==> src/rtl/ascon_pack.sv <==
// rtl/ascon_pack.sv - shared types and constants for the Ascon-128 round sequencer
package ascon_pack;

  typedef enum logic [2:0] {
    S_IDLE,
    S_INIT,
    S_WAIT_AD,
    S_AD,
    S_WAIT_PT,
    S_PT,
    S_FINAL,
    S_END
  } type_seq_state;

  localparam int ROUNDS_A_DEF = 12;
  localparam int ROUNDS_B_DEF = 6;
  localparam logic [3:0] LAST_ROUND = 4'd11;

  // A p^N permutation runs the tail of the 12-round schedule.
  function automatic logic [3:0] first_round(int rounds);
    return 4'(12 - rounds);
  endfunction

endpackage

==> src/rtl/ascon_sequencer_if.sv <==
// rtl/ascon_sequencer_if.sv - block handshake and datapath control bundle of the sequencer
interface ascon_sequencer_if;
  logic       start_i;
  logic       block_valid_i;
  logic       block_is_ad_i;
  logic       block_last_i;
  logic       block_ready_o;
  logic [3:0] round_o;
  logic       data_sel_o;
  logic       en_reg_state_o;
  logic       en_xor_data_o;
  logic       en_xor_key_begin_o;
  logic       en_xor_key_end_o;
  logic       en_xor_lsb_o;
  logic       en_cipher_o;
  logic       en_tag_o;
  logic       busy_o;
  logic       done_o;

  modport master (
    output start_i, block_valid_i, block_is_ad_i, block_last_i,
    input  block_ready_o, round_o, data_sel_o, en_reg_state_o, en_xor_data_o,
           en_xor_key_begin_o, en_xor_key_end_o, en_xor_lsb_o, en_cipher_o,
           en_tag_o, busy_o, done_o
  );

  modport slave (
    input  start_i, block_valid_i, block_is_ad_i, block_last_i,
    output block_ready_o, round_o, data_sel_o, en_reg_state_o, en_xor_data_o,
           en_xor_key_begin_o, en_xor_key_end_o, en_xor_lsb_o, en_cipher_o,
           en_tag_o, busy_o, done_o
  );
endinterface

==> src/rtl/round_counter.sv <==
// rtl/round_counter.sv - loadable round index counter that saturates at the last round
module round_counter
  import ascon_pack::*;
(
  input  logic       clock_i,
  input  logic       resetb_i,
  input  logic       load,
  input  logic [3:0] load_val,
  input  logic       en,
  output logic [3:0] count,
  output logic       last
);

  assign last = (count == LAST_ROUND);

  always_ff @(posedge clock_i or negedge resetb_i) begin
    if (!resetb_i) begin
      count <= 4'd0;
    end else if (load) begin
      count <= load_val;
    end else if (en && !last) begin
      count <= count + 4'd1;
    end
  end

endmodule

==> src/rtl/ascon_sequencer.sv <==
// rtl/ascon_sequencer.sv - control FSM sequencing one Ascon-128 encryption over the round datapath
module ascon_sequencer
  import ascon_pack::*;
#(
  parameter int ROUNDS_A = ROUNDS_A_DEF,
  parameter int ROUNDS_B = ROUNDS_B_DEF
) (
  input  logic             clock_i,
  input  logic             resetb_i,
  ascon_sequencer_if.slave bus
);

  localparam logic [3:0] FIRST_A = first_round(ROUNDS_A);
  localparam logic [3:0] FIRST_B = first_round(ROUNDS_B);

  type_seq_state state_q, state_d;
  logic          ad_last_q;
  logic          lsb_done_q;
  logic          cnt_load;
  logic [3:0]    cnt_val;
  logic [3:0]    cnt;
  logic          cnt_last;
  logic          in_round;
  logic          is_first;
  logic          pt_phase;

  round_counter u_round_counter (
    .clock_i (clock_i),
    .resetb_i(resetb_i),
    .load    (cnt_load),
    .load_val(cnt_val),
    .en      (in_round),
    .count   (cnt),
    .last    (cnt_last)
  );

  always_ff @(posedge clock_i or negedge resetb_i) begin
    if (!resetb_i) begin
      state_q    <= S_IDLE;
      ad_last_q  <= 1'b0;
      lsb_done_q <= 1'b0;
    end else begin
      state_q <= state_d;
      if (state_q == S_WAIT_AD && bus.block_valid_i && bus.block_is_ad_i) begin
        ad_last_q <= bus.block_last_i;
      end
      if (state_q == S_IDLE) begin
        lsb_done_q <= 1'b0;
      end else if (bus.en_xor_lsb_o) begin
        lsb_done_q <= 1'b1;
      end
    end
  end

  always_comb begin
    state_d  = state_q;
    cnt_load = 1'b0;
    cnt_val  = FIRST_A;
    case (state_q)
      S_IDLE: begin
        if (bus.start_i) begin
          state_d  = S_INIT;
          cnt_load = 1'b1;
        end
      end
      S_INIT: if (cnt_last) state_d = S_WAIT_AD;
      S_WAIT_AD, S_WAIT_PT: begin
        // Without AD the first block lands here and is handled as a PT block.
        if (bus.block_valid_i) begin
          cnt_load = 1'b1;
          if (state_q == S_WAIT_AD && bus.block_is_ad_i) begin
            state_d = S_AD;
            cnt_val = FIRST_B;
          end else if (bus.block_last_i) begin
            state_d = S_FINAL;
          end else begin
            state_d = S_PT;
            cnt_val = FIRST_B;
          end
        end
      end
      S_AD:    if (cnt_last) state_d = ad_last_q ? S_WAIT_PT : S_WAIT_AD;
      S_PT:    if (cnt_last) state_d = S_WAIT_PT;
      S_FINAL: if (cnt_last) state_d = S_END;
      S_END: begin
        state_d  = S_IDLE;
        cnt_load = 1'b1;
      end
      default: state_d = S_IDLE;
    endcase
  end

  always_comb begin
    in_round = (state_q == S_INIT) || (state_q == S_AD) || (state_q == S_PT) || (state_q == S_FINAL);
    pt_phase = (state_q == S_PT) || (state_q == S_FINAL);
    is_first = 1'b0;
    if (state_q == S_INIT || state_q == S_FINAL) begin
      is_first = (cnt == FIRST_A);
    end else if (state_q == S_AD || state_q == S_PT) begin
      is_first = (cnt == FIRST_B);
    end
  end

  assign bus.round_o            = cnt;
  assign bus.en_reg_state_o     = in_round;
  assign bus.data_sel_o         = in_round && !is_first;
  assign bus.en_xor_data_o      = is_first && (state_q != S_INIT);
  assign bus.en_cipher_o        = is_first && pt_phase;
  assign bus.en_xor_key_begin_o = is_first && (state_q == S_FINAL);
  assign bus.en_xor_key_end_o   = cnt_last && (state_q == S_INIT || state_q == S_FINAL);
  assign bus.en_xor_lsb_o       = is_first && pt_phase && !lsb_done_q;
  assign bus.en_tag_o           = (state_q == S_END);
  assign bus.done_o             = (state_q == S_END);
  assign bus.busy_o             = (state_q != S_IDLE);
  assign bus.block_ready_o      = (state_q == S_WAIT_AD) || (state_q == S_WAIT_PT);

endmodule

==> src/flat_wrapper.sv <==
// flat-port wrapper written by rule: the top's interface ports become plain ports
module ascon_sequencer_flat import ascon_pack::*;
#(
  parameter int ROUNDS_A = ROUNDS_A_DEF,
  parameter int ROUNDS_B = ROUNDS_B_DEF
)
  (clock_i, resetb_i, bus_start_i, bus_block_valid_i, bus_block_is_ad_i, bus_block_last_i, bus_block_ready_o, bus_round_o, bus_data_sel_o, bus_en_reg_state_o, bus_en_xor_data_o, bus_en_xor_key_begin_o, bus_en_xor_key_end_o, bus_en_xor_lsb_o, bus_en_cipher_o, bus_en_tag_o, bus_busy_o, bus_done_o);
  ascon_sequencer_if bus_i ();
  input  logic clock_i;
  input  logic resetb_i;
  input wire logic [$bits(bus_i.start_i)-1:0] bus_start_i;
  input wire logic [$bits(bus_i.block_valid_i)-1:0] bus_block_valid_i;
  input wire logic [$bits(bus_i.block_is_ad_i)-1:0] bus_block_is_ad_i;
  input wire logic [$bits(bus_i.block_last_i)-1:0] bus_block_last_i;
  output wire logic [$bits(bus_i.block_ready_o)-1:0] bus_block_ready_o;
  output wire logic [$bits(bus_i.round_o)-1:0] bus_round_o;
  output wire logic [$bits(bus_i.data_sel_o)-1:0] bus_data_sel_o;
  output wire logic [$bits(bus_i.en_reg_state_o)-1:0] bus_en_reg_state_o;
  output wire logic [$bits(bus_i.en_xor_data_o)-1:0] bus_en_xor_data_o;
  output wire logic [$bits(bus_i.en_xor_key_begin_o)-1:0] bus_en_xor_key_begin_o;
  output wire logic [$bits(bus_i.en_xor_key_end_o)-1:0] bus_en_xor_key_end_o;
  output wire logic [$bits(bus_i.en_xor_lsb_o)-1:0] bus_en_xor_lsb_o;
  output wire logic [$bits(bus_i.en_cipher_o)-1:0] bus_en_cipher_o;
  output wire logic [$bits(bus_i.en_tag_o)-1:0] bus_en_tag_o;
  output wire logic [$bits(bus_i.busy_o)-1:0] bus_busy_o;
  output wire logic [$bits(bus_i.done_o)-1:0] bus_done_o;
  assign bus_i.start_i = bus_start_i;
  assign bus_i.block_valid_i = bus_block_valid_i;
  assign bus_i.block_is_ad_i = bus_block_is_ad_i;
  assign bus_i.block_last_i = bus_block_last_i;
  assign bus_block_ready_o = bus_i.block_ready_o;
  assign bus_round_o = bus_i.round_o;
  assign bus_data_sel_o = bus_i.data_sel_o;
  assign bus_en_reg_state_o = bus_i.en_reg_state_o;
  assign bus_en_xor_data_o = bus_i.en_xor_data_o;
  assign bus_en_xor_key_begin_o = bus_i.en_xor_key_begin_o;
  assign bus_en_xor_key_end_o = bus_i.en_xor_key_end_o;
  assign bus_en_xor_lsb_o = bus_i.en_xor_lsb_o;
  assign bus_en_cipher_o = bus_i.en_cipher_o;
  assign bus_en_tag_o = bus_i.en_tag_o;
  assign bus_busy_o = bus_i.busy_o;
  assign bus_done_o = bus_i.done_o;
  ascon_sequencer #(.ROUNDS_A(ROUNDS_A), .ROUNDS_B(ROUNDS_B)) u_core (.clock_i(clock_i), .resetb_i(resetb_i), .bus(bus_i));
endmodule
==> config.mk <==
export PLATFORM = sky130hd
export DESIGN_NAME = ascon_sequencer_flat
export DESIGN_NICKNAME = d
export VERILOG_FILES = /design/src/rtl/ascon_pack.sv /design/src/rtl/ascon_sequencer_if.sv /design/src/rtl/round_counter.sv /design/src/rtl/ascon_sequencer.sv /design/src/flat_wrapper.sv
export SDC_FILE = /design/constraint.sdc
export NUM_CORES = 1
export LEC_CHECK = 0
export BUFFER_PORTS_ARGS = -buffer_cell sky130_fd_sc_hd__buf_2
export CORE_MARGIN = 4
export CORE_UTILIZATION = 45
export DETAILED_ROUTE_END_ITERATION = 10
export PLACE_DENSITY = 0.72
export SYNTH_ARGS = -nofsm -noshare
export SYNTH_HDL_FRONTEND = slang
export SYNTH_SLANG_ARGS = --single-unit
==> constraint.sdc <==
create_clock -name clock_i -period 1.6 [get_ports clock_i]
set_input_delay 0.16 -clock clock_i [delete_from_list [all_inputs] [get_ports clock_i]]
set_output_delay 0.16 -clock clock_i [all_outputs]
set_load 0.005 [all_outputs]
### Yosys cells after proc, flatten, opt, wreduce, memory -nomap -nowiden

Index checks and enable logic that the tools add are counted.

* word-level logic and storage cells: 71
* output and inout port bits: 15
* bits of input ports: 6
* register bits: 9

* muxes and demuxes: 23
* equal/unequal tests: 16
* add/subtract/negate cells: 1
* reductions and logical operators: 27

Operator list (count)
* 3-bit two-way mux: 9
* 3-bit one-hot mux with 7 select lines: 1
* 4-bit two-way mux: 5
* 3-bit equality test (second input constant): 4
* 1-bit logical AND: 10
* 2-bit by 1-bit inequality test with 1-bit output (second input constant): 4
* 1-bit logical OR: 7
* 3-bit by 2-bit equality test with 1-bit output (second input constant): 2
* 1-bit two-way mux: 6
* 6-bit AND reduction: 1
* 4-bit by 1-bit adder with 4-bit output (second input constant): 1
* 4-bit by 3-bit equality test with 1-bit output (second input constant): 1
* 4-bit equality test (second input constant): 1
* 4-bit logical NOT: 1
* 2-bit inequality test (second input constant): 2
* 2-bit nonzero test: 2
* 3-bit by 1-bit equality test with 1-bit output (second input constant): 1
* 1-bit logical NOT: 3
* 3-bit logical NOT: 1
* 3-bit by 1-bit inequality test with 1-bit output (second input constant): 1
* 1-bit one-hot mux with 3 select lines: 1
* 3-bit nonzero test: 1
* 2-bit two-way mux: 1
* 2-bit OR reduction: 1

### Logic depth before layout (Yosys ltp)

Gate-level depths: netlist of run 1.

* depth after elaboration: 8
* mapped depth: 6

### Hierarchy

Synthesis of run 1 repeated with hierarchy kept, for this count alone.

* cell total of the unflattened synthesis: 105
* area total of the unflattened synthesis: 833.3 um2

Modules (own cells, without submodules)
* ascon_sequencer: cells each 81, area an instance 580.6 um2, sequential area each 125.1 um2, times used 1
* round_counter: cells each 24, area an instance 252.7 um2, sequential area each 100.1 um2, times used 1

### Least setup slack after synthesis of run 1

Ideal clock, no wire load.

* path kind: register to output
* start: register u_core.u_round_counter.count[0]
* end: output port bus_en_xor_lsb_o
* path buffers: 0
* setup slack: 0.092 ns
* cell stages (with the launch flop): 7
* data arrival time: 1.348 ns
* path through: dfrtp_1 > inv_1 > ha_1 > and4b_1 > o21ba_1 > nor3_2 > nor2b_1

* cells in the longest elaborated chain, start to end: 5

RTL lines
* start, declared: line round_counter.sv:10 `output logic [3:0] count,`
* start signal, assigned: line round_counter.sv:20 `count <= load_val;`
* start signal, assigned: line round_counter.sv:22 `count <= count + 4'd1;`
* 4-bit by 3-bit equality test with 1-bit output: line ascon_sequencer.sv:100 `is_first = (cnt == FIRST_B);`
* 1-bit two-way mux: line ascon_sequencer.sv:99 `end else if (state_q == S_AD || state_q == S_PT) begin`
* 1-bit two-way mux (*): line ascon_sequencer.sv:97 `if (state_q == S_INIT || state_q == S_FINAL) begin`
* 1-bit logical AND (*)
* named net bus_en_cipher_o: line flat_wrapper.sv:23 `output wire logic [$bits(bus_i.en_cipher_o)-1:0] bus_en_cipher_o;`
* 1-bit logical AND (*): line ascon_sequencer.sv:111 `assign bus.en_xor_lsb_o = is_first && pt_phase && !lsb_done_q;`
* end, declared: line flat_wrapper.sv:22 `output wire logic [$bits(bus_i.en_xor_lsb_o)-1:0] bus_en_xor_lsb_o;`

Mark *: on every way through the listed nets, which the timed path passes. The rest lies on a longest branch.

### Final worst setup path of run 1

* start: register u_core.u_round_counter.count[0]
* end: output port bus_en_xor_lsb_o

* cells in the longest elaborated chain, start to end: 5

RTL lines (line)
* 4-bit by 3-bit equality test with 1-bit output: ascon_sequencer.sv:100
* 1-bit two-way mux: ascon_sequencer.sv:99
* 1-bit two-way mux (*): ascon_sequencer.sv:97
* 1-bit logical AND (*) (2 in a row): ascon_sequencer.sv:111

Every way passes the cells marked *; elsewhere a longest branch is shown, timed or not.

==> impl_metrics.sql, run 1 <==
INSERT INTO impl_metrics (metric_group, metric, value, unit) VALUES
('logic_synthesis', 'avgSynthCellArea', '8.706', 'um2'),
('finish', 'flow.area_growth_from_synthesis', '52.50', '%'),
('clock_tree', 'cts_max_level', '1', ''),
('sta', 'clock.fmax', '0.5468', 'GHz'),
('logic_synthesis', 'number_of_synthesized_flops_with_an_enable_pin', '0', ''),
('grt', 'global_route.usage.met1', '0.2275', ''),
('min_path', 'hold_path.startpoint', 'bus_block_last_i', ''),
('clock_tree', 'clock-root-buffer', 'clkbuf_4', ''),
('route', 'drt_iter0_drc', '20', ''),
('setup_path', 'reg2reg_slack', '0.03', 'ns'),
('sta', 'whs', '0.2163', 'ns'),
('finish', 'fill_cells', '111', ''),
('status', 'run_status', 'finished, violations left', ''),
('sta', 'rsz0062_at_grt', 'true', ''),
('min_path', 'worstHoldEndpoint', 'u_core.ad_last_q', ''),
('sta', 'layout_worst_path_cycle_share', '1.143', ''),
('finish', 'insertedDiodeCount', '0', ''),
('logic_synthesis', 'postSynth.asyncResetShare', '1.000', ''),
('sta', 'slew-limit-headroom', '0.7413', ''),
('logic_synthesis', 'ys_seq_area_frac', '0.2723', ''),
('place', 'dp_slack', '0.0002152', 'ns'),
('route', 'ant_nets_after_route', '0', ''),
('place', 'gpl.final_weighted_congestion', '0.8471', ''),
('die', 'initial_core_util', '0.4790', ''),
('setup_path', 'slowest_delay', '0.39', 'ns'),
('power', 'ir_drop', '1214', 'uV'),
('power', 'power.static_leakage', '0.5906', 'nW'),
('route', 'drt-pass1-iter-count', '4', ''),
('power', 'pwr_density_cell', '2146', 'mW/mm2'),
('die', 'die_y', '50.87', 'um'),
('logic_synthesis', 'synth.ff_latch_count', '9', ''),
('place', 'placed_cells', '142', ''),
('finish', 'finish.net_count', '145', ''),
('clock_tree', 'insertion_delay', '0.27', 'ns'),
('clock_tree', 'cts_made_buffers', '3', ''),
('sta', 'timing_worst_slew_pin_value', '0.3871', 'ns'),
('place', 'dp_hpwl', '1.579', 'mm'),
('grt', 'grt_usage', '0.1959', ''),
('logic_synthesis', 'yosys.cell_types.count', '49', ''),
('sta', 'timing.final.setup_violations', '5', ''),
('setup_path', 'crit_path_cell_trace', 'inv_2 -> ha_4 -> and4b_1 -> o21ba_4 -> nor3_4 -> nor2b_4 -> buf_2', ''),
('grt', 'grt_first_pass_wirelength', '3.774', 'mm'),
('route', 'vias_per_cell', '5.581', ''),
('die', 'io_pins', '21', ''),
('die', 'design.core.area', '0.001727', 'mm2'),
('route', 'totalWireLength', '2.498', 'mm'),
('logic_synthesis', 'syn-instance-count', '95', ''),
('logic_synthesis', 'post_synth_instance_area', '827.0', 'um2'),
('route', 'wl_per_cell', '15.61', 'um'),
('setup_path', 'cp.required', '1.44', 'ns'),
('setup_path', 'rr_worst_depth', '5', ''),
('die', 'die_area', '0.002588', 'mm2'),
('setup_path', 'crit_path_max_fanout', '3', ''),
('setup_path', 'setup.worst_path.start_class', 'register', ''),
('setup_path', 'worst_r2r_endpoint', 'u_core.state_q[1]', ''),
('status', 'violations', 'setup timing', ''),
('sta', 'maxSlewViolCount', '0', ''),
('grt', 'grt_busiest_layer', 'met2', ''),
('grt', 'antenna_found_initial', '0', ''),
('logic_synthesis', 'ys.warnings.count', '0', ''),
('grt', 'gr-total-overflow', '0', ''),
('logic_synthesis', 'postSynthNetCount', '104', ''),
('clock_tree', 'clockBufferDepth', '2', ''),
('setup_path', 'rr_startpoint', 'u_core.state_q[2]', ''),
('logic_synthesis', 'synth-main-ff-cell', 'dfrtp_1', ''),
('finish', 'drive_above_1_share', '0.5259', ''),
('sta', 'finalWorstSetupSlack', '-0.2288', 'ns'),
('finish', 'finalNonFillerCells', '160', ''),
('die', 'core.rowCount', '15', ''),
('clock_tree', 'cts_tree', 'done', ''),
('min_path', 'hold_depth', '2', '');
## final cells by class
class / instances / area (um2) / share of cell area
clock buffers: 4 / 26.28 / 0.02083
inverters: 7 / 26.28 / 0.02083
multi-input cells: 71 / 619.3 / 0.4911
flip-flops and latches: 9 / 229.0 / 0.1815
well taps: 25 / 31.28 / 0.02480
repair buffers: 44 / 329.1 / 0.2609
## cell usage in the layout, fill, tap and decap left out, types with 2 or more instances in the layout
| master | n |
|---|---|
| nand2b_1 | 3 |
| dfrtp_2 | 3 |
| o22ai_1 | 3 |
| or2_2 | 2 |
| nand2b_4 | 2 |
| dfrtp_1 | 6 |
| buf_4 | 18 |
| ha_1 | 2 |
| mux2i_1 | 2 |
| xnor2_1 | 2 |
| clkbuf_4 | 3 |
| nand2_1 | 3 |
| buf_6 | 7 |
| inv_1 | 5 |
| buf_2 | 17 |
| inv_2 | 2 |
| nor3b_1 | 2 |
| nor2_1 | 7 |
| o31ai_1 | 2 |
| a21oi_1 | 5 |
## where the power goes
part	internal (W)	switching (W)
clock network	0.0000964	0.0000875
registers	0.000346	0.000153
logic	0.00111	0.000913
total	0.00155	0.00115
## metrics by stage
step           area [um2]  setup TNS, ns  utilization  total power [W]
6_report             1261        -0.7778       0.7304         0.002707
5_1_grt              1261         -1.242       0.7304         0.002897
4_1_cts              1126         -1.078       0.6522         0.002320
3_5_place_dp         1011              0       0.5855         0.001974
3_3_place_gp         1011              0       0.5855         0.001939
2_1_floorplan       827.0              0            -         0.001463
## cells by family after synthesis
logic type | synth area share
buffers and inverters | 0.08925
multiplexers | 0.05597
AO/OA/AOI/OAI | 0.2799
adder cells (fa/ha/maj) | 0.04539
XOR/XNOR | 0.03178
AND/OR/NAND/NOR | 0.2254
flip-flops | 0.2723
## worst max path at each step
stage	start	endpoint	slack (ns)	cells past startpoint
after floorplan	u_core.u_round_counter.count[0]	bus_en_xor_lsb_o	0.09	6
after global placement	u_core.u_round_counter.count[0]	bus_en_xor_lsb_o	0.05	7
after detailed placement	u_core.u_round_counter.count[0]	bus_en_xor_lsb_o	0.0002	7
after CTS	u_core.u_round_counter.count[0]	bus_en_xor_lsb_o	-0.24	7
after global routing	u_core.u_round_counter.count[0]	bus_en_xor_lsb_o	-0.32	7
final	u_core.u_round_counter.count[0]	bus_en_xor_lsb_o	-0.23	7
## cells in the mapped netlist, drive strengths merged, types with 2 or more instances
cell type | number | area share
dfrtp | 9 | 0.27
o21ai | 2 | 0.017
o22ai | 3 | 0.023
or2 | 3 | 0.023
nand2 | 4 | 0.018
mux2i | 2 | 0.024
o31ai | 2 | 0.018
inv | 7 | 0.032
nor3b | 2 | 0.018
o31a | 2 | 0.032
xnor2 | 2 | 0.021
nor2 | 8 | 0.036
nand2b | 5 | 0.038
mux2 | 2 | 0.032
buf | 8 | 0.057
ha | 3 | 0.045
a21oi | 5 | 0.030
nor3 | 2 | 0.018
## registers in the layout, indices dropped and copies added (netlist names)
name                          flops
u_core.ad_last_q                  1
u_core.u_round_counter.count      4
u_core.state_q                    3
u_core.lsb_done_q                 1
## per-layer routing
metal / share of wire / wire length [um]
met5: 0 / 0
met4: 0.020 / 50
met3: 0.050 / 126
met2: 0.51 / 1270
met1: 0.42 / 1051
## critical path: cells and delay by family (launching register included)
| family | cells | cell delay [ns] |
|---|---|---|
| AND/OR/NAND/NOR | 3 | 0.51 |
| flip-flops | 1 | 0.39 |
| AO/OA/AOI/OAI | 1 | 0.17 |
| buffers and inverters | 2 | 0.20 |
| adder cells (fa/ha/maj) | 1 | 0.13 |
## timing repair
action / 4_1_cts / 5_1_grt
hold endpoints to repair: 9 / 0
resized for setup: 8 / 19
buffers inserted: 6 / 8
hold buffers: 1 / 0
setup endpoints to repair: 7 / 13
pin swaps: 2 / 5
(Power assumes the default switching activity.)
==> inputs of run 2 (changes only) <==
Settings changed: CELL_PAD_IN_SITES_DETAIL_PLACEMENT from default to 1, CELL_PAD_IN_SITES_GLOBAL_PLACEMENT from default to 2, CORE_UTILIZATION 45 to 27, PLACE_DENSITY 0.72 to default, PLACE_DENSITY_LB_ADDON from default to 0.1.
==> run 2 against run 1 <==
Against the previous run: the flow still finishes with violations (setup timing); die area rose by 55%; clock power is 3% lower; setup slack better by 0.065 ns; largest power group unchanged; sequential power fell by 0.8%; final cell count rose by 11%; final area is 13% higher; non-clock buffer count up 11; worst hold slack improved by 0.035 ns; first-iteration DRC count decreased by 25%; largest cell class unchanged; combinational power is 17% higher; wire length up 16%.
==> impl_metrics.sql, run 2 (same netlist as run 1, synthesis figures left out) <==
INSERT INTO impl_metrics (metric_group, metric, value, unit) VALUES
('setup_path', 'crit_path_max_fanout', '4', ''),
('setup_path', 'path_depth', '8', ''),
('route', 'totalWireLength', '2.904', 'mm'),
('finish', 'reg_top3', 'u_core.u_round_counter.count: 4 flops, u_core.state_q: 3 flops', ''),
('grt', 'maximum_number_of_pins_on_one_net_before_global_route_repair', '10', ''),
('sta', 'worst_skew', '0.004966', 'ns'),
('power', 'pwr_density_cell', '2132', 'mW/mm2'),
('status', 'run_status', 'finished, violations left', ''),
('finish', 'insertedDiodeCount', '0', ''),
('route', 'detail_route.drc_violations', '0', ''),
('die', 'core.rowCount', '19', ''),
('clock_tree', 'cts_tree', 'done', ''),
('setup_path', 'end_kind', 'output pin', ''),
('setup_path', 'setup.worst_path.start_class', 'register', ''),
('route', 'vias_per_cell', '5.141', ''),
('die', 'die-width', '63.35', 'um'),
('finish', 'max_flop_register', 'u_core.u_round_counter.count', ''),
('setup_path', 'slowest_delay', '0.44', 'ns'),
('min_path', 'min-delay-path-class', 'in -> reg', ''),
('grt', 'first_global_vias', '985', ''),
('status', 'violations', 'setup timing', ''),
('finish', 'drive_above_1_share', '0.6096', ''),
('grt', 'antenna_found_initial', '0', ''),
('clock_tree', 'clkSinkCount', '9', ''),
('sta', 'rsz0062_at_grt', 'true', ''),
('power', 'ir_drop', '823.1', 'uV'),
('finish', 'flow.area_growth_from_synthesis', '72.62', '%'),
('route', 'wl_per_cell', '16.41', 'um'),
('route', 'route.vias.total', '910', ''),
('sta', 'hold_viol_final', '0', ''),
('place', 'gpl.final_weighted_congestion', '0.7913', ''),
('sta', 'slew-limit-headroom', '0.7450', ''),
('sta', 'maxSlewViolCount', '0', ''),
('die', 'die_area', '0.004013', 'mm2'),
('place', 'dp_slack', '0.03813', 'ns'),
('setup_path', 'timing.critical_path.max_delay_family', 'flip-flops', ''),
('sta', 'finalWorstSetupSlack', '-0.1636', 'ns'),
('sta', 'layout_worst_path_cycle_share', '1.102', ''),
('clock_tree', 'cts_max_level', '1', ''),
('finish', 'layout.cells.most_common_list', 'buf_4, buf_2, buf_6, nor2_1', ''),
('die', 'initial_core_util', '0.2899', ''),
('setup_path', 'cp.required', '1.44', 'ns'),
('clock_tree', 'clock-root-buffer', 'clkbuf_4', ''),
('min_path', 'hold_depth', '2', ''),
('finish', 'finalInstanceArea', '0.001428', 'mm2'),
('sta', 'clock.fmax', '0.5670', 'GHz'),
('setup_path', 'rr_worst_depth', '6', ''),
('place', 'dp_hpwl', '1.936', 'mm'),
('power', 'finalPower', '0.003044', 'W'),
('setup_path', 'cp_data_arrival_time', '1.60', 'ns'),
('power', 'power.static_leakage', '0.6614', 'nW'),
('setup_path', 'crit_path_cell_trace', 'inv_1 -> ha_1 -> nand2b_1 -> buf_6 -> o22ai_2 -> a22oi_2 -> nor2_1 -> buf_2', ''),
('finish', 'finalNonFillerCells', '177', ''),
('grt', 'gr-total-overflow', '0', ''),
('finish', 'largest_register_ff_count', '4', ''),
('sta', 'timing.final.setup_violations', '6', ''),
('die', 'io_pins', '21', ''),
('clock_tree', 'insertion_delay', '0.26', 'ns'),
('place', 'dpl_cell_area', '0.001039', 'mm2'),
('grt', 'grt_first_pass_wirelength', '4.795', 'mm'),
('clock_tree', 'clockBufferDepth', '2', ''),
('setup_path', 'crit_slowest_cell', 'dfrtp_2', ''),
('setup_path', 'reg2reg_slack', '0.01', 'ns'),
('sta', 'totalNegativeSetupSlack', '-0.6207', 'ns'),
('route', 'drt_iter0_drc', '15', ''),
('route', 'ant_nets_after_route', '0', ''),
('die', 'die_y', '63.35', 'um'),
('route', 'drt-pass1-iter-count', '4', ''),
('grt', 'grt_usage', '0.1487', ''),
('place', 'placed_cells', '154', ''),
('setup_path', 'path_buf_inv', '3', ''),
('finish', 'mostFrequentLayoutCell', 'buf_4', ''),
('clock_tree', 'cts_made_buffers', '3', ''),
('setup_path', 'crit_type', 'reg -> out', ''),
('die', 'design.core.area', '0.002853', 'mm2'),
('clock_tree', 'path_clk_slew', '0.06', 'ns'),
('finish', 'finish.net_count', '156', ''),
('sta', 'timing_worst_slew_pin_value', '0.3816', 'ns'),
('sta', 'fin_crit', '1.764', 'ns'),
('job', 'cap_viol_max_count', '0', ''),
('place', 'buffer_ports.inserted', '20', '');
==> run 2: cell count changes in the layout (fill, tap and decap cells not counted), sizes merged <==
cell	before	now
buf	43	54
==> run 2: layout make-up <==
cell class / count / area, um2
fillers: 328 / 1425
well taps: 31 / 38.79
repair buffers: 55 / 426.7
multi-input cells: 71 / 676.9
clock buffers: 4 / 26.28
inverters: 7 / 28.78
flip-flops and latches: 9 / 230.2
==> run 2: report_power, final <==
group          switching, W  internal (W)  leakage (nW)
clock             0.0000832     0.0000962        0.0150
sequential         0.000147      0.000348         0.109
combinational       0.00105       0.00132         0.537
==> run 2: what timing repair did <==
action,4_1_cts,5_1_grt
pin swaps,3,7
setup buffers,12,8
hold buffers,1,0
resized for setup,19,26
endpoints found under the setup margin,8,13
endpoints found under the hold margin,9,0
==> run 2: per-layer routing <==
metal | global-route usage | share of wire | vias to the layer above
li1 | - | - | 451
met1 | 0.1807 | 0.43 | 444
met2 | 0.2621 | 0.53 | 15
met3 | 0.04440 | 0.037 | 0
met4 | 0.02156 | 0 | 0
met5 | 0 | 0 | -
==> run 2: final timing paths <==
kind | startpoint | to
hold / removal | bus_block_last_i | u_core.ad_last_q
min in group asynchronous | resetb_i | u_core.state_q[0]
setup reg to reg | u_core.u_round_counter.count[1] | u_core.state_q[1]
max in group asynchronous | resetb_i | u_core.state_q[2]
setup / recovery | u_core.u_round_counter.count[1] | bus_en_xor_data_o
hold reg to reg | u_core.lsb_done_q | u_core.lsb_done_q
==> run 2: metrics by stage <==
| step | util | hold WS (ns) |
|---|---|---|
| CTS | 0.4368 | 0.2340 |
| global route | 0.5004 | 0.2673 |
| finish | 0.5004 | 0.2518 |
| global placement | 0.3640 | 0.03543 |
| floorplan | - | -0.1356 |
| detailed placement | 0.3640 | 0.03975 |
==> inputs of run 3 (changes only) <==
Settings changed: CORE_MARGIN 4 to 1.5.
==> run 3 against run 2 <==
Against the previous run: worst hold slack worse by 0.038 ns; global-route usage increased by 2.6 points; sequential power barely moved; critical path depth down 1; setup slack worse by 0.095 ns; non-clock buffer count grew 1; clock power up 6%; the run still ends with setup timing left; clock skew fell by 0.0013 ns; final cell count rose by 0.56%.
==> impl_metrics.sql, run 3 (same netlist as run 1, synthesis figures left out) <==
INSERT INTO impl_metrics (metric_group, metric, value, unit) VALUES
('die', 'initial_core_util', '0.2923', ''),
('setup_path', 'crit_slowest_cell', 'dfrtp_1', ''),
('die', 'io_pins', '21', ''),
('setup_path', 'end_kind', 'output pin', ''),
('clock_tree', 'clkSinkCount', '9', ''),
('place', 'buffer_ports.inserted', '20', ''),
('clock_tree', 'path_clk_slew', '0.07', 'ns'),
('status', 'run_status', 'finished, violations left', ''),
('die', 'die-width', '58.35', 'um'),
('setup_path', 'setup.worst_path.start_class', 'register', ''),
('sta', 'worst_skew', '0.003664', 'ns'),
('sta', 'layout_worst_path_cycle_share', '1.161', ''),
('finish', 'flow.area_growth_from_synthesis', '71.86', '%'),
('die', 'core.rowCount', '19', ''),
('power', 'ir_drop', '743.4', 'uV'),
('finish', 'drive_above_1_share', '0.5986', ''),
('grt', 'antenna_found_initial', '0', ''),
('sta', 'slew-limit-headroom', '0.7488', ''),
('setup_path', 'cp_data_arrival_time', '1.70', 'ns'),
('die', 'die_y', '58.35', 'um'),
('setup_path', 'crit_type', 'reg -> out', ''),
('place', 'placed_cells', '152', ''),
('die', 'design.core.area', '0.002829', 'mm2'),
('place', 'dpl_cell_area', '0.001023', 'mm2'),
('clock_tree', 'insertion_delay', '0.27', 'ns'),
('sta', 'hold_viol_final', '0', ''),
('finish', 'finalInstanceArea', '0.001421', 'mm2'),
('clock_tree', 'clock-root-buffer', 'clkbuf_4', ''),
('clock_tree', 'cts_made_buffers', '3', ''),
('setup_path', 'crit_path_max_fanout', '3', ''),
('finish', 'mostFrequentLayoutCell', 'buf_4', ''),
('sta', 'timing_worst_slew_pin_value', '0.3768', 'ns'),
('place', 'gpl.final_weighted_congestion', '0.7693', ''),
('finish', 'share_of_the_core_filled_with_cells', '0.5024', ''),
('finish', 'layout.cells.most_common_list', 'buf_4, buf_2, nor2_1, buf_6', ''),
('sta', 'timing.final.setup_violations', '9', ''),
('sta', 'maxSlewViolCount', '0', ''),
('power', 'pwr_density_cell', '2163', 'mW/mm2'),
('route', 'drt-pass1-iter-count', '4', ''),
('clock_tree', 'cts_max_level', '1', ''),
('route', 'drt_iter0_drc', '12', ''),
('clock_tree', 'cts_tree', 'done', ''),
('status', 'violations', 'setup timing', ''),
('setup_path', 'crit_path_cell_trace', 'inv_2 -> ha_4 -> and4b_1 -> o21ba_4 -> nor3_4 -> nor2b_1 -> buf_2', ''),
('sta', 'whs', '0.2143', 'ns'),
('sta', 'finalWorstSetupSlack', '-0.2584', 'ns'),
('finish', 'finish.net_count', '157', ''),
('sta', 'fin_crit', '1.858', 'ns'),
('grt', 'grt_first_pass_wirelength', '4.416', 'mm'),
('sta', 'clock.fmax', '0.5381', 'GHz'),
('power', 'power.static_leakage', '0.6698', 'nW'),
('setup_path', 'slowest_delay', '0.40', 'ns'),
('grt', 'gr-total-overflow', '0', ''),
('clock_tree', 'clockBufferDepth', '2', ''),
('route', 'route.vias.total', '953', ''),
('route', 'detail_route.drc_violations', '0', ''),
('grt', 'maximum_number_of_pins_on_one_net_before_global_route_repair', '13', ''),
('route', 'vias_per_cell', '5.354', ''),
('die', 'die_area', '0.003404', 'mm2'),
('grt', 'first_global_vias', '884', ''),
('route', 'ant_nets_after_route', '0', ''),
('sta', 'rsz0062_at_grt', 'true', ''),
('grt', 'grt_usage', '0.1744', ''),
('finish', 'largest_register_ff_count', '4', ''),
('route', 'totalWireLength', '2.967', 'mm'),
('place', 'dp_hpwl', '1.869', 'mm'),
('job', 'cap_viol_max_count', '0', ''),
('setup_path', 'cp.required', '1.44', 'ns'),
('min_path', 'min-delay-path-class', 'in -> reg', ''),
('finish', 'reg_top3', 'u_core.u_round_counter.count: 4 flops, u_core.state_q: 3 flops', ''),
('route', 'wl_per_cell', '16.67', 'um'),
('finish', 'max_flop_register', 'u_core.u_round_counter.count', ''),
('finish', 'finalNonFillerCells', '178', ''),
('finish', 'insertedDiodeCount', '0', '');
==> run 3: power by group <==
group / internal, W / switching (W) / total (W) / leakage, nW
Clock: 0.0000967 / 0.0000925 / 0.000189 / 0.0150
Sequential: 0.000348 / 0.000148 / 0.000496 / 0.109
Combinational: 0.00134 / 0.00105 / 0.00239 / 0.546
Total: 0.00178 / 0.00129 / 0.00307 / 0.670
==> run 3: final timing paths <==
kind | from | to | slack (ns) | depth (start not counted)
worst max-delay path | u_core.u_round_counter.count[0] | bus_en_xor_lsb_o | -0.26 | 7
worst min-delay path | bus_block_last_i | u_core.ad_last_q | 0.21 | 2
worst max register to register | u_core.u_round_counter.count[1] | u_core.lsb_done_q | 0 | 7
worst min register to register | u_core.lsb_done_q | u_core.lsb_done_q | 0.52 | 1
max in group asynchronous | resetb_i | u_core.u_round_counter.count[1] | 1.11 | 2
min in group asynchronous | resetb_i | u_core.u_round_counter.count[3] | 0.27 | 2
==> run 3: through the flow <==
stage / TNS (ns) / worst slack, ns / total power, W
after detailed placement: 0 / 0.01890 / 0.002014
final: -0.8414 / -0.2584 / 0.003074
after floorplan: 0 / 0.09246 / 0.001463
after CTS: -0.7345 / -0.2428 / 0.002622
after global placement: 0 / 0.06356 / 0.002007
after global routing: -1.686 / -0.3536 / 0.003305
==> run 3: metal layers <==
metal | part of all wire | wire (um) | track usage | vias to the layer above
met5 | 0 | 0 | 0 | -
met4 | 0.0047 | 14 | 0.03987 | 0
met3 | 0.033 | 98 | 0.04615 | 4
met2 | 0.52 | 1542 | 0.2970 | 22
met1 | 0.44 | 1311 | 0.2207 | 476
li1 | - | - | - | 451
==> run 3: timing repair <==
item,CTS,global route
gates resized for setup,23,17
setup endpoints to repair,8,12
hold buffers,1,0
setup buffers,12,10
endpoints found under the hold margin,9,0
pin swaps,7,8
==> run 3: cell type report <==
type,count,area (um2)
fillers,320,1408
repair buffers,56,436.7
well taps,31,38.79
flip-flops and latches,9,230.2
clock buffers,4,26.28
multi-input cells,71,650.6
inverters,7,38.79
==> run 3: critical path, delay by kind of cell (launching register included) <==
| family | cells | cell delay [ns] |
|---|---|---|
| flops | 1 | 0.40 |
| buf+inv | 2 | 0.20 |
| fa+ha+maj | 1 | 0.14 |
| simple gates | 3 | 0.51 |
| compound gates | 1 | 0.18 |
